===== src/rtl/dmem_bridge.sv =====
// dmem_bridge: RV32 load/store port to a word-wide request/response bus; define DMEM_MISALIGN_SPLIT_EN to split misaligned accesses into two beats.
// Aligned load stalls 3 cycles, store 2; bus_req_valid is held until bus_req_ready and the CPU is stalled until DONE.
module dmem_bridge #(
    parameter int TIMEOUT_CYCLES = 255
) (
    input  logic        CLK,
    input  logic        rst,
    input  logic [31:0] cpu_addr,
    input  logic [31:0] cpu_wdata,
    input  logic [2:0]  cpu_type,
    input  logic        cpu_rd_en,
    input  logic        cpu_wr_en,
    output logic [31:0] cpu_rdata,
    output logic        cpu_stall,
    output logic        cpu_err,
    output logic        bus_req_valid,
    input  logic        bus_req_ready,
    output logic [31:0] bus_addr,
    output logic        bus_we,
    output logic [3:0]  bus_wstrb,
    output logic [31:0] bus_wdata,
    input  logic        bus_rsp_valid,
    input  logic [31:0] bus_rdata
);

`ifdef DMEM_MISALIGN_SPLIT_EN
    localparam logic SPLIT_EN = 1'b1;
`else
    localparam logic SPLIT_EN = 1'b0;
`endif

    localparam int TW = (TIMEOUT_CYCLES < 2) ? 1 : $clog2(TIMEOUT_CYCLES);
    localparam logic [TW-1:0] TMO_LAST = TW'(TIMEOUT_CYCLES - 1);

    typedef enum logic [2:0] {
        S_IDLE,
        S_REQ1,
        S_RSP1,
        S_REQ2,
        S_RSP2,
        S_DONE
    } state_t;

    state_t r_state;
    state_t w_next;

    logic [31:0]   r_addr;
    logic [2:0]    r_type;
    logic [31:0]   r_wdata;
    logic          r_we;
    logic          r_split;
    logic          r_err;
    logic [31:0]   r_lo;
    logic [31:0]   r_hi;
    logic [TW-1:0] r_tcnt;

    logic        w_req;
    logic [1:0]  w_in_off;
    logic        w_in_unsup;
    logic        w_in_mis;
    logic        w_tmo;
    logic [1:0]  w_off;
    logic [7:0]  w_mask8;
    logic [7:0]  w_strb8;
    logic [63:0] w_wdat64;
    logic [63:0] w_rd64;
    logic [31:0] w_rword;
    logic [31:0] w_ext;
    logic        w_beat2;
    logic        w_req_st;

    assign w_req      = cpu_rd_en | cpu_wr_en;
    assign w_in_off   = cpu_addr[1:0];
    assign w_in_unsup = (cpu_type == 3'b011) || (cpu_type[2:1] == 2'b11);
    assign w_in_mis   = ((cpu_type[1:0] == 2'b01) && (w_in_off == 2'b11)) ||
                        ((cpu_type[1:0] == 2'b10) && (w_in_off != 2'b00));
    assign w_tmo      = (r_tcnt == TMO_LAST);

    // Lane placement over an 8-byte window: bytes that spill past the word go to beat 2.
    assign w_off = r_addr[1:0];
    always_comb begin
        w_mask8 = 8'h0F;
        case (r_type[1:0])
            2'b00:   w_mask8 = 8'h01;
            2'b01:   w_mask8 = 8'h03;
            default: w_mask8 = 8'h0F;
        endcase
    end
    assign w_strb8  = w_mask8 << w_off;
    assign w_wdat64 = {32'h0, r_wdata} << {w_off, 3'b000};

    assign w_rd64  = {r_hi, r_lo} >> {w_off, 3'b000};
    assign w_rword = w_rd64[31:0];
    always_comb begin
        w_ext = w_rword;
        case (r_type)
            3'b000:  w_ext = {{24{w_rword[7]}}, w_rword[7:0]};
            3'b001:  w_ext = {{16{w_rword[15]}}, w_rword[15:0]};
            3'b100:  w_ext = {24'h0, w_rword[7:0]};
            3'b101:  w_ext = {16'h0, w_rword[15:0]};
            default: w_ext = w_rword;
        endcase
    end

    assign w_beat2       = (r_state == S_REQ2);
    assign bus_req_valid = (r_state == S_REQ1) || (r_state == S_REQ2);
    assign w_req_st      = bus_req_valid & r_we;
    assign bus_addr      = bus_req_valid ? ({r_addr[31:2], 2'b00} + (w_beat2 ? 32'd4 : 32'd0)) : 32'h0;
    assign bus_we        = w_req_st;
    assign bus_wstrb     = w_req_st ? (w_beat2 ? w_strb8[7:4] : w_strb8[3:0]) : 4'h0;
    assign bus_wdata     = w_req_st ? (w_beat2 ? w_wdat64[63:32] : w_wdat64[31:0]) : 32'h0;

    assign cpu_rdata = ((r_state == S_DONE) && !r_we && !r_err) ? w_ext : 32'h0;
    assign cpu_err   = (r_state == S_DONE) && r_err;
    // Gated by rst so the freeze request drops the moment reset asserts.
    assign cpu_stall = rst && w_req && (r_state != S_DONE);

    always_ff @(posedge CLK or negedge rst) begin
        if (!rst) begin
            r_state <= S_IDLE;
        end else begin
            r_state <= w_next;
        end
    end

    always_comb begin
        w_next = r_state;
        case (r_state)
            S_IDLE: begin
                if (w_req) begin
                    if (w_in_unsup || (w_in_mis && !SPLIT_EN)) begin
                        w_next = S_DONE;
                    end else begin
                        w_next = S_REQ1;
                    end
                end
            end
            S_REQ1: begin
                if (bus_req_ready) begin
                    if (r_we) begin
                        w_next = r_split ? S_REQ2 : S_DONE;
                    end else begin
                        w_next = S_RSP1;
                    end
                end
            end
            S_RSP1: begin
                if (bus_rsp_valid) begin
                    w_next = r_split ? S_REQ2 : S_DONE;
                end else if (w_tmo) begin
                    w_next = S_DONE;
                end
            end
            S_REQ2: begin
                if (bus_req_ready) begin
                    w_next = r_we ? S_DONE : S_RSP2;
                end
            end
            S_RSP2: begin
                if (bus_rsp_valid || w_tmo) begin
                    w_next = S_DONE;
                end
            end
            S_DONE:  w_next = S_IDLE;
            default: w_next = S_IDLE;
        endcase
    end

    always_ff @(posedge CLK or negedge rst) begin
        if (!rst) begin
            r_addr  <= 32'h0;
            r_type  <= 3'b000;
            r_wdata <= 32'h0;
            r_we    <= 1'b0;
            r_split <= 1'b0;
            r_err   <= 1'b0;
            r_lo    <= 32'h0;
            r_hi    <= 32'h0;
            r_tcnt  <= '0;
        end else begin
            case (r_state)
                S_IDLE: begin
                    if (w_req) begin
                        r_addr  <= cpu_addr;
                        r_type  <= cpu_type;
                        r_wdata <= cpu_wdata;
                        r_we    <= cpu_wr_en;
                        r_split <= w_in_mis && SPLIT_EN && !w_in_unsup;
                        r_err   <= w_in_unsup || (w_in_mis && !SPLIT_EN);
                        r_lo    <= 32'h0;
                        r_hi    <= 32'h0;
                        r_tcnt  <= '0;
                    end
                end
                S_REQ1, S_REQ2: begin
                    if (bus_req_ready) begin
                        r_tcnt <= '0;
                    end
                end
                S_RSP1: begin
                    if (bus_rsp_valid) begin
                        r_lo <= bus_rdata;
                    end else if (w_tmo) begin
                        r_err <= 1'b1;
                    end else begin
                        r_tcnt <= r_tcnt + TW'(1);
                    end
                end
                S_RSP2: begin
                    if (bus_rsp_valid) begin
                        r_hi <= bus_rdata;
                    end else if (w_tmo) begin
                        r_err <= 1'b1;
                    end else begin
                        r_tcnt <= r_tcnt + TW'(1);
                    end
                end
                default: ;
            endcase
        end
    end

endmodule


===== config.mk =====
export PLATFORM = sky130hd
export DESIGN_NAME = dmem_bridge
export DESIGN_NICKNAME = d
export VERILOG_FILES = /design/src/rtl/dmem_bridge.sv
export SDC_FILE = /design/constraint.sdc
export NUM_CORES = 1
export LEC_CHECK = 0
export ABC_CLOCK_PERIOD_IN_PS = 3900
export BUFFER_PORTS_ARGS = -buffer_cell sky130_fd_sc_hd__clkbuf_2
export CORE_MARGIN = 2
export CORE_UTILIZATION = 40
export CTS_CLUSTER_DIAMETER = 40
export DETAILED_ROUTE_END_ITERATION = 12
export GPL_ROUTABILITY_DRIVEN = 0
export GPL_TIMING_DRIVEN = 0
export PLACE_DENSITY = 0.6
export SETUP_SLACK_MARGIN = 0.1
export SYNTH_ARGS = -nofsm -noshare
export SYNTH_HDL_FRONTEND = slang
export SYNTH_SLANG_ARGS = --single-unit

===== constraint.sdc =====
create_clock -name CLK -period 3.9 [get_ports CLK]
set_input_delay 0.195 -clock CLK [delete_from_list [all_inputs] [get_ports CLK]]
set_output_delay 0.195 -clock CLK [all_outputs]
set_load 0.1 [all_outputs]

==> flow_summary.json <==
{
  "outcome": "finished, final reports clean",
  "hold_depth": 2,
  "clk_path_buf_depth": 2,
  "final_area_um2": 11300,
  "synth_simple_gate_area_share_pct": 19.3,
  "gr-usage-all-layers_pct": 25.6,
  "crit_chain": "buf_2 > nand3b_1 > buf_8 > inv_2 > ha_2 > nand4_4 > or3_4 > buf_6 > or4_1 > a21oi_2 > buf_8",
  "max_stage_delay_ns": 0.53,
  "wl_per_cell_um": 19.3,
  "fin_worst_skew_ns": 0.00904,
  "cp.arrival_ns": 3.52,
  "seqCellArea_um2": 3400,
  "grt.busiest_layer": "met2",
  "hold_viol": 0,
  "timing.rr.start": "r_state[1]",
  "drive_gt1_share_pct": 33.1,
  "io_buffer_count": 206,
  "numCtsBuffers": 17,
  "grt_pass1_wl_um": 44100,
  "first_pass_iters": 5,
  "num_rows": 53,
  "drc": 0,
  "r2r-end": "r_lo[31]",
  "muxShareOfSynthArea_pct": 21.1,
  "met3_usage_pct": 5.85,
  "maxCapViolCount": 0,
  "synth-warning-count": 0,
  "cts_sinks": 136,
  "dieArea_um2": 22500,
  "initial_core_util_pct": 40.6,
  "setup_tns_ns": 0,
  "cp-end-kind": "output pin",
  "grt_pass1_vias": 7990,
  "fmax_mhz": 269,
  "cts-root-buf": "clkbuf_16",
  "syn-instance-count": 926,
  "leakage_nw": 4.91,
  "crit_fanout": 17,
  "rr_worst_depth": 7,
  "fill_cells": 1917,
  "pwr_density_cell_nw_per_um2": 938,
  "ys_types": 57,
  "synth_edf_count": 0,
  "gr-total-overflow": 0,
  "path_clk_slew_ns": 0.06,
  "drt_iter0_drc": 587,
  "synth-xor-area-share_pct": 1.23,
  "syn2layout_area_growth_pct": 32.1,
  "rsz0062_at_grt": "no",
  "multi_input_area_um2": 4810,
  "wl_um": 28900,
  "cp.required_ns": 3.70,
  "cts-htree-levels": 4,
  "synthAdderAreaFrac_pct": 0.586,
  "max_slew.worst_pin.slew_ns": 0.786,
  "slew_violations": 0,
  "syn_avg_cell_area_um2": 9.22,
  "fin_crit_sh_pct": 95.3,
  "yosysSeqAreaShare_pct": 39.8,
  "async_flop_share_pct": 100,
  "worstHoldPathType": "in -> reg",
  "synth_compound_area_share_pct": 12.9,
  "crit_path_top_delay_cell": "or4_1",
  "synth_ff_type": "dfrtp_1",
  "cts_tree": "done",
  "die_width_um": 150,
  "dieHeight_um": 150,
  "grt_max_degree": 109,
  "grtUsageMet2_pct": 40.7,
  "slew_headroom_pct": 47.2,
  "crit_top_cell": "buf_8",
  "place_area_um2": 10000,
  "peakVddDrop_mv": 1.01,
  "rrSetupSlack_ns": 1.26,
  "antenna_found_initial": 1,
  "drtAntennaViolNets": 0,
  "synth_top_family_by_area": "multiplexers",
  "dpl.hpwl_um": 20200,
  "start_kind": "flop",
  "routed-via-count": 8299,
  "vias_per_cell": 5.55,
  "hold_start": "cpu_addr[7]",
  "holdPathEnd": "r_addr[7]",
  "ys_ff_latch": 136,
  "use_met1_pct": 35.2,
  "io_pins": 209,
  "fin_crit_ns": 3.72,
  "coreArea_um2": 21000,
  "synth.cell_area_um2": 8540,
  "setup_viol": 0,
  "insertion_delay_ns": 0.43,
  "nets": 1316,
  "critical_path_class": "reg -> out"
}
layer usage:
| layer | share of wire, % | vias up | routed length (µm) |
|---|---|---|---|
| met1 | 43 | 4056 | 12500 |
| met4 | 2.0 | 2 | 573 |
| met5 | 0.045 | - | 13 |
| met3 | 7.2 | 39 | 2070 |
| met2 | 48 | 332 | 13700 |
| li1 | - | 3870 | - |
cells in the final DEF, fill, tap and decap left out, types with 4 or more instances in the layout:
cell	count
a211oi_1	4
a211oi_2	4
a21oi_1	33
a21oi_2	11
a311oi_1	4
and2_1	13
and3_1	4
and4_1	4
buf_1	4
buf_2	21
buf_4	5
buf_8	4
clkbuf_1	44
clkbuf_16	17
clkbuf_2	196
clkbuf_8	7
dfrtp_1	136
dlygate4sd3_1	53
inv_1	28
mux2_2	72
mux2i_1	27
mux4_2	31
nand2_1	157
nand2b_1	20
nand3_1	17
nand4_1	11
nor2_1	53
nor3_1	28
nor4_1	5
o21ai_0	97
o31ai_1	14
o31ai_2	4
or2_2	4
or3_1	9
or4_1	8
xnor2_1	9
per-stage QoR:
step / worst slack (ns) / hold WS, ns / cells / power, mW / util, %
after floorplan: -0.0676 / -0.101 / 927 / 7.37 / -
after global routing: 0.0704 / 0.00205 / 1494 / 11.1 / 53.7
final: 0.184 / 0.00920 / 1495 / 10.6 / 53.7
after global placement: -0.247 / 0.399 / 1408 / 8.69 / 47.5
after CTS: 0.101 / 0.000368 / 1491 / 10.6 / 53.4
after detailed placement: -0.158 / 0.118 / 1409 / 8.76 / 47.7
critical path: cells and delay by family (launching register included):
kind | cells | cell delay, ns
AO/OA/AOI/OAI | 1 | 0.21
adder cells (fa/ha/maj) | 1 | 0.24
buffers and inverters | 5 | 0.90
flip-flops | 1 | 0.42
AND/OR/NAND/NOR | 4 | 1.33
worst max path at each step:
stage | startpoint | end | slack (ns) | cells past startpoint
4_1_cts | r_state[2] | bus_addr[26] | 0.10 | 11
3_5_place_dp | r_state[2] | bus_addr[26] | -0.16 | 12
5_1_grt | r_state[2] | bus_addr[24] | 0.07 | 11
3_3_place_gp | rst | cpu_stall | -0.25 | 3
6_report | r_state[2] | bus_addr[24] | 0.18 | 11
2_1_floorplan | r_addr[1] | bus_wdata[28] | -0.07 | 6
cell type report:
type,instances,area share [%]
multi-input cells,687,42.6
well taps,275,3.05
inverters,29,0.965
clock buffers,21,4.26
clock inverters,10,1.05
diodes,1,0.0222
repair buffers,262,14.9
plain buffers,74,2.94
flip-flops and latches,136,30.2
report_power, final:
group / switching [mW] / leakage, nW / internal [mW]
Clock: 0.645 / 0.288 / 1.01
Sequential: 0.537 / 1.74 / 1.96
Combinational: 4.61 / 2.88 / 1.83
flip-flops by register name, indices dropped and copies added, names as in the netlist:
register,flops
r_tcnt,8
r_state,3
r_wdata,32
r_we,1
r_lo,32
r_type,3
r_hi,24
r_addr,32
r_err,1
synth_stat cells (18+ instances only):
library cell | n | area share, %
nand2_1 | 157 | 6.9
clkbuf_1 | 47 | 2.1
nand2b_1 | 20 | 1.5
mux2_2 | 72 | 9.5
mux4_2 | 31 | 8.2
a21oi_1 | 44 | 2.6
nor2_1 | 53 | 2.3
nor3_1 | 30 | 1.8
buf_2 | 21 | 1.2
o21ai_0 | 97 | 5.7
dfrtp_1 | 136 | 40
o31ai_1 | 18 | 1.6
mux2i_1 | 29 | 3.4
inv_1 | 29 | 1.3
cell families (layout without fill, tap and decap cells):
group / after synthesis / in the layout
and+or+nand+nor: 346 / 346
xor gates and xnor gates: 12 / 12
DFF: 136 / 136
muxes: 132 / 132
other: 1 / 3
adders and majority gates: 4 / 4
AOI/OAI and AO/OA: 191 / 191
buffers and inverters: 104 / 396
repair_timing:
action,in CTS,in global routing
hold buffers,52,1
buffers inserted,0,2
resized for setup,22,17
endpoints found under the setup margin,31,23
pin swaps,0,2
hold endpoints to repair,80,1
Power figures use the tool's default switching activity.
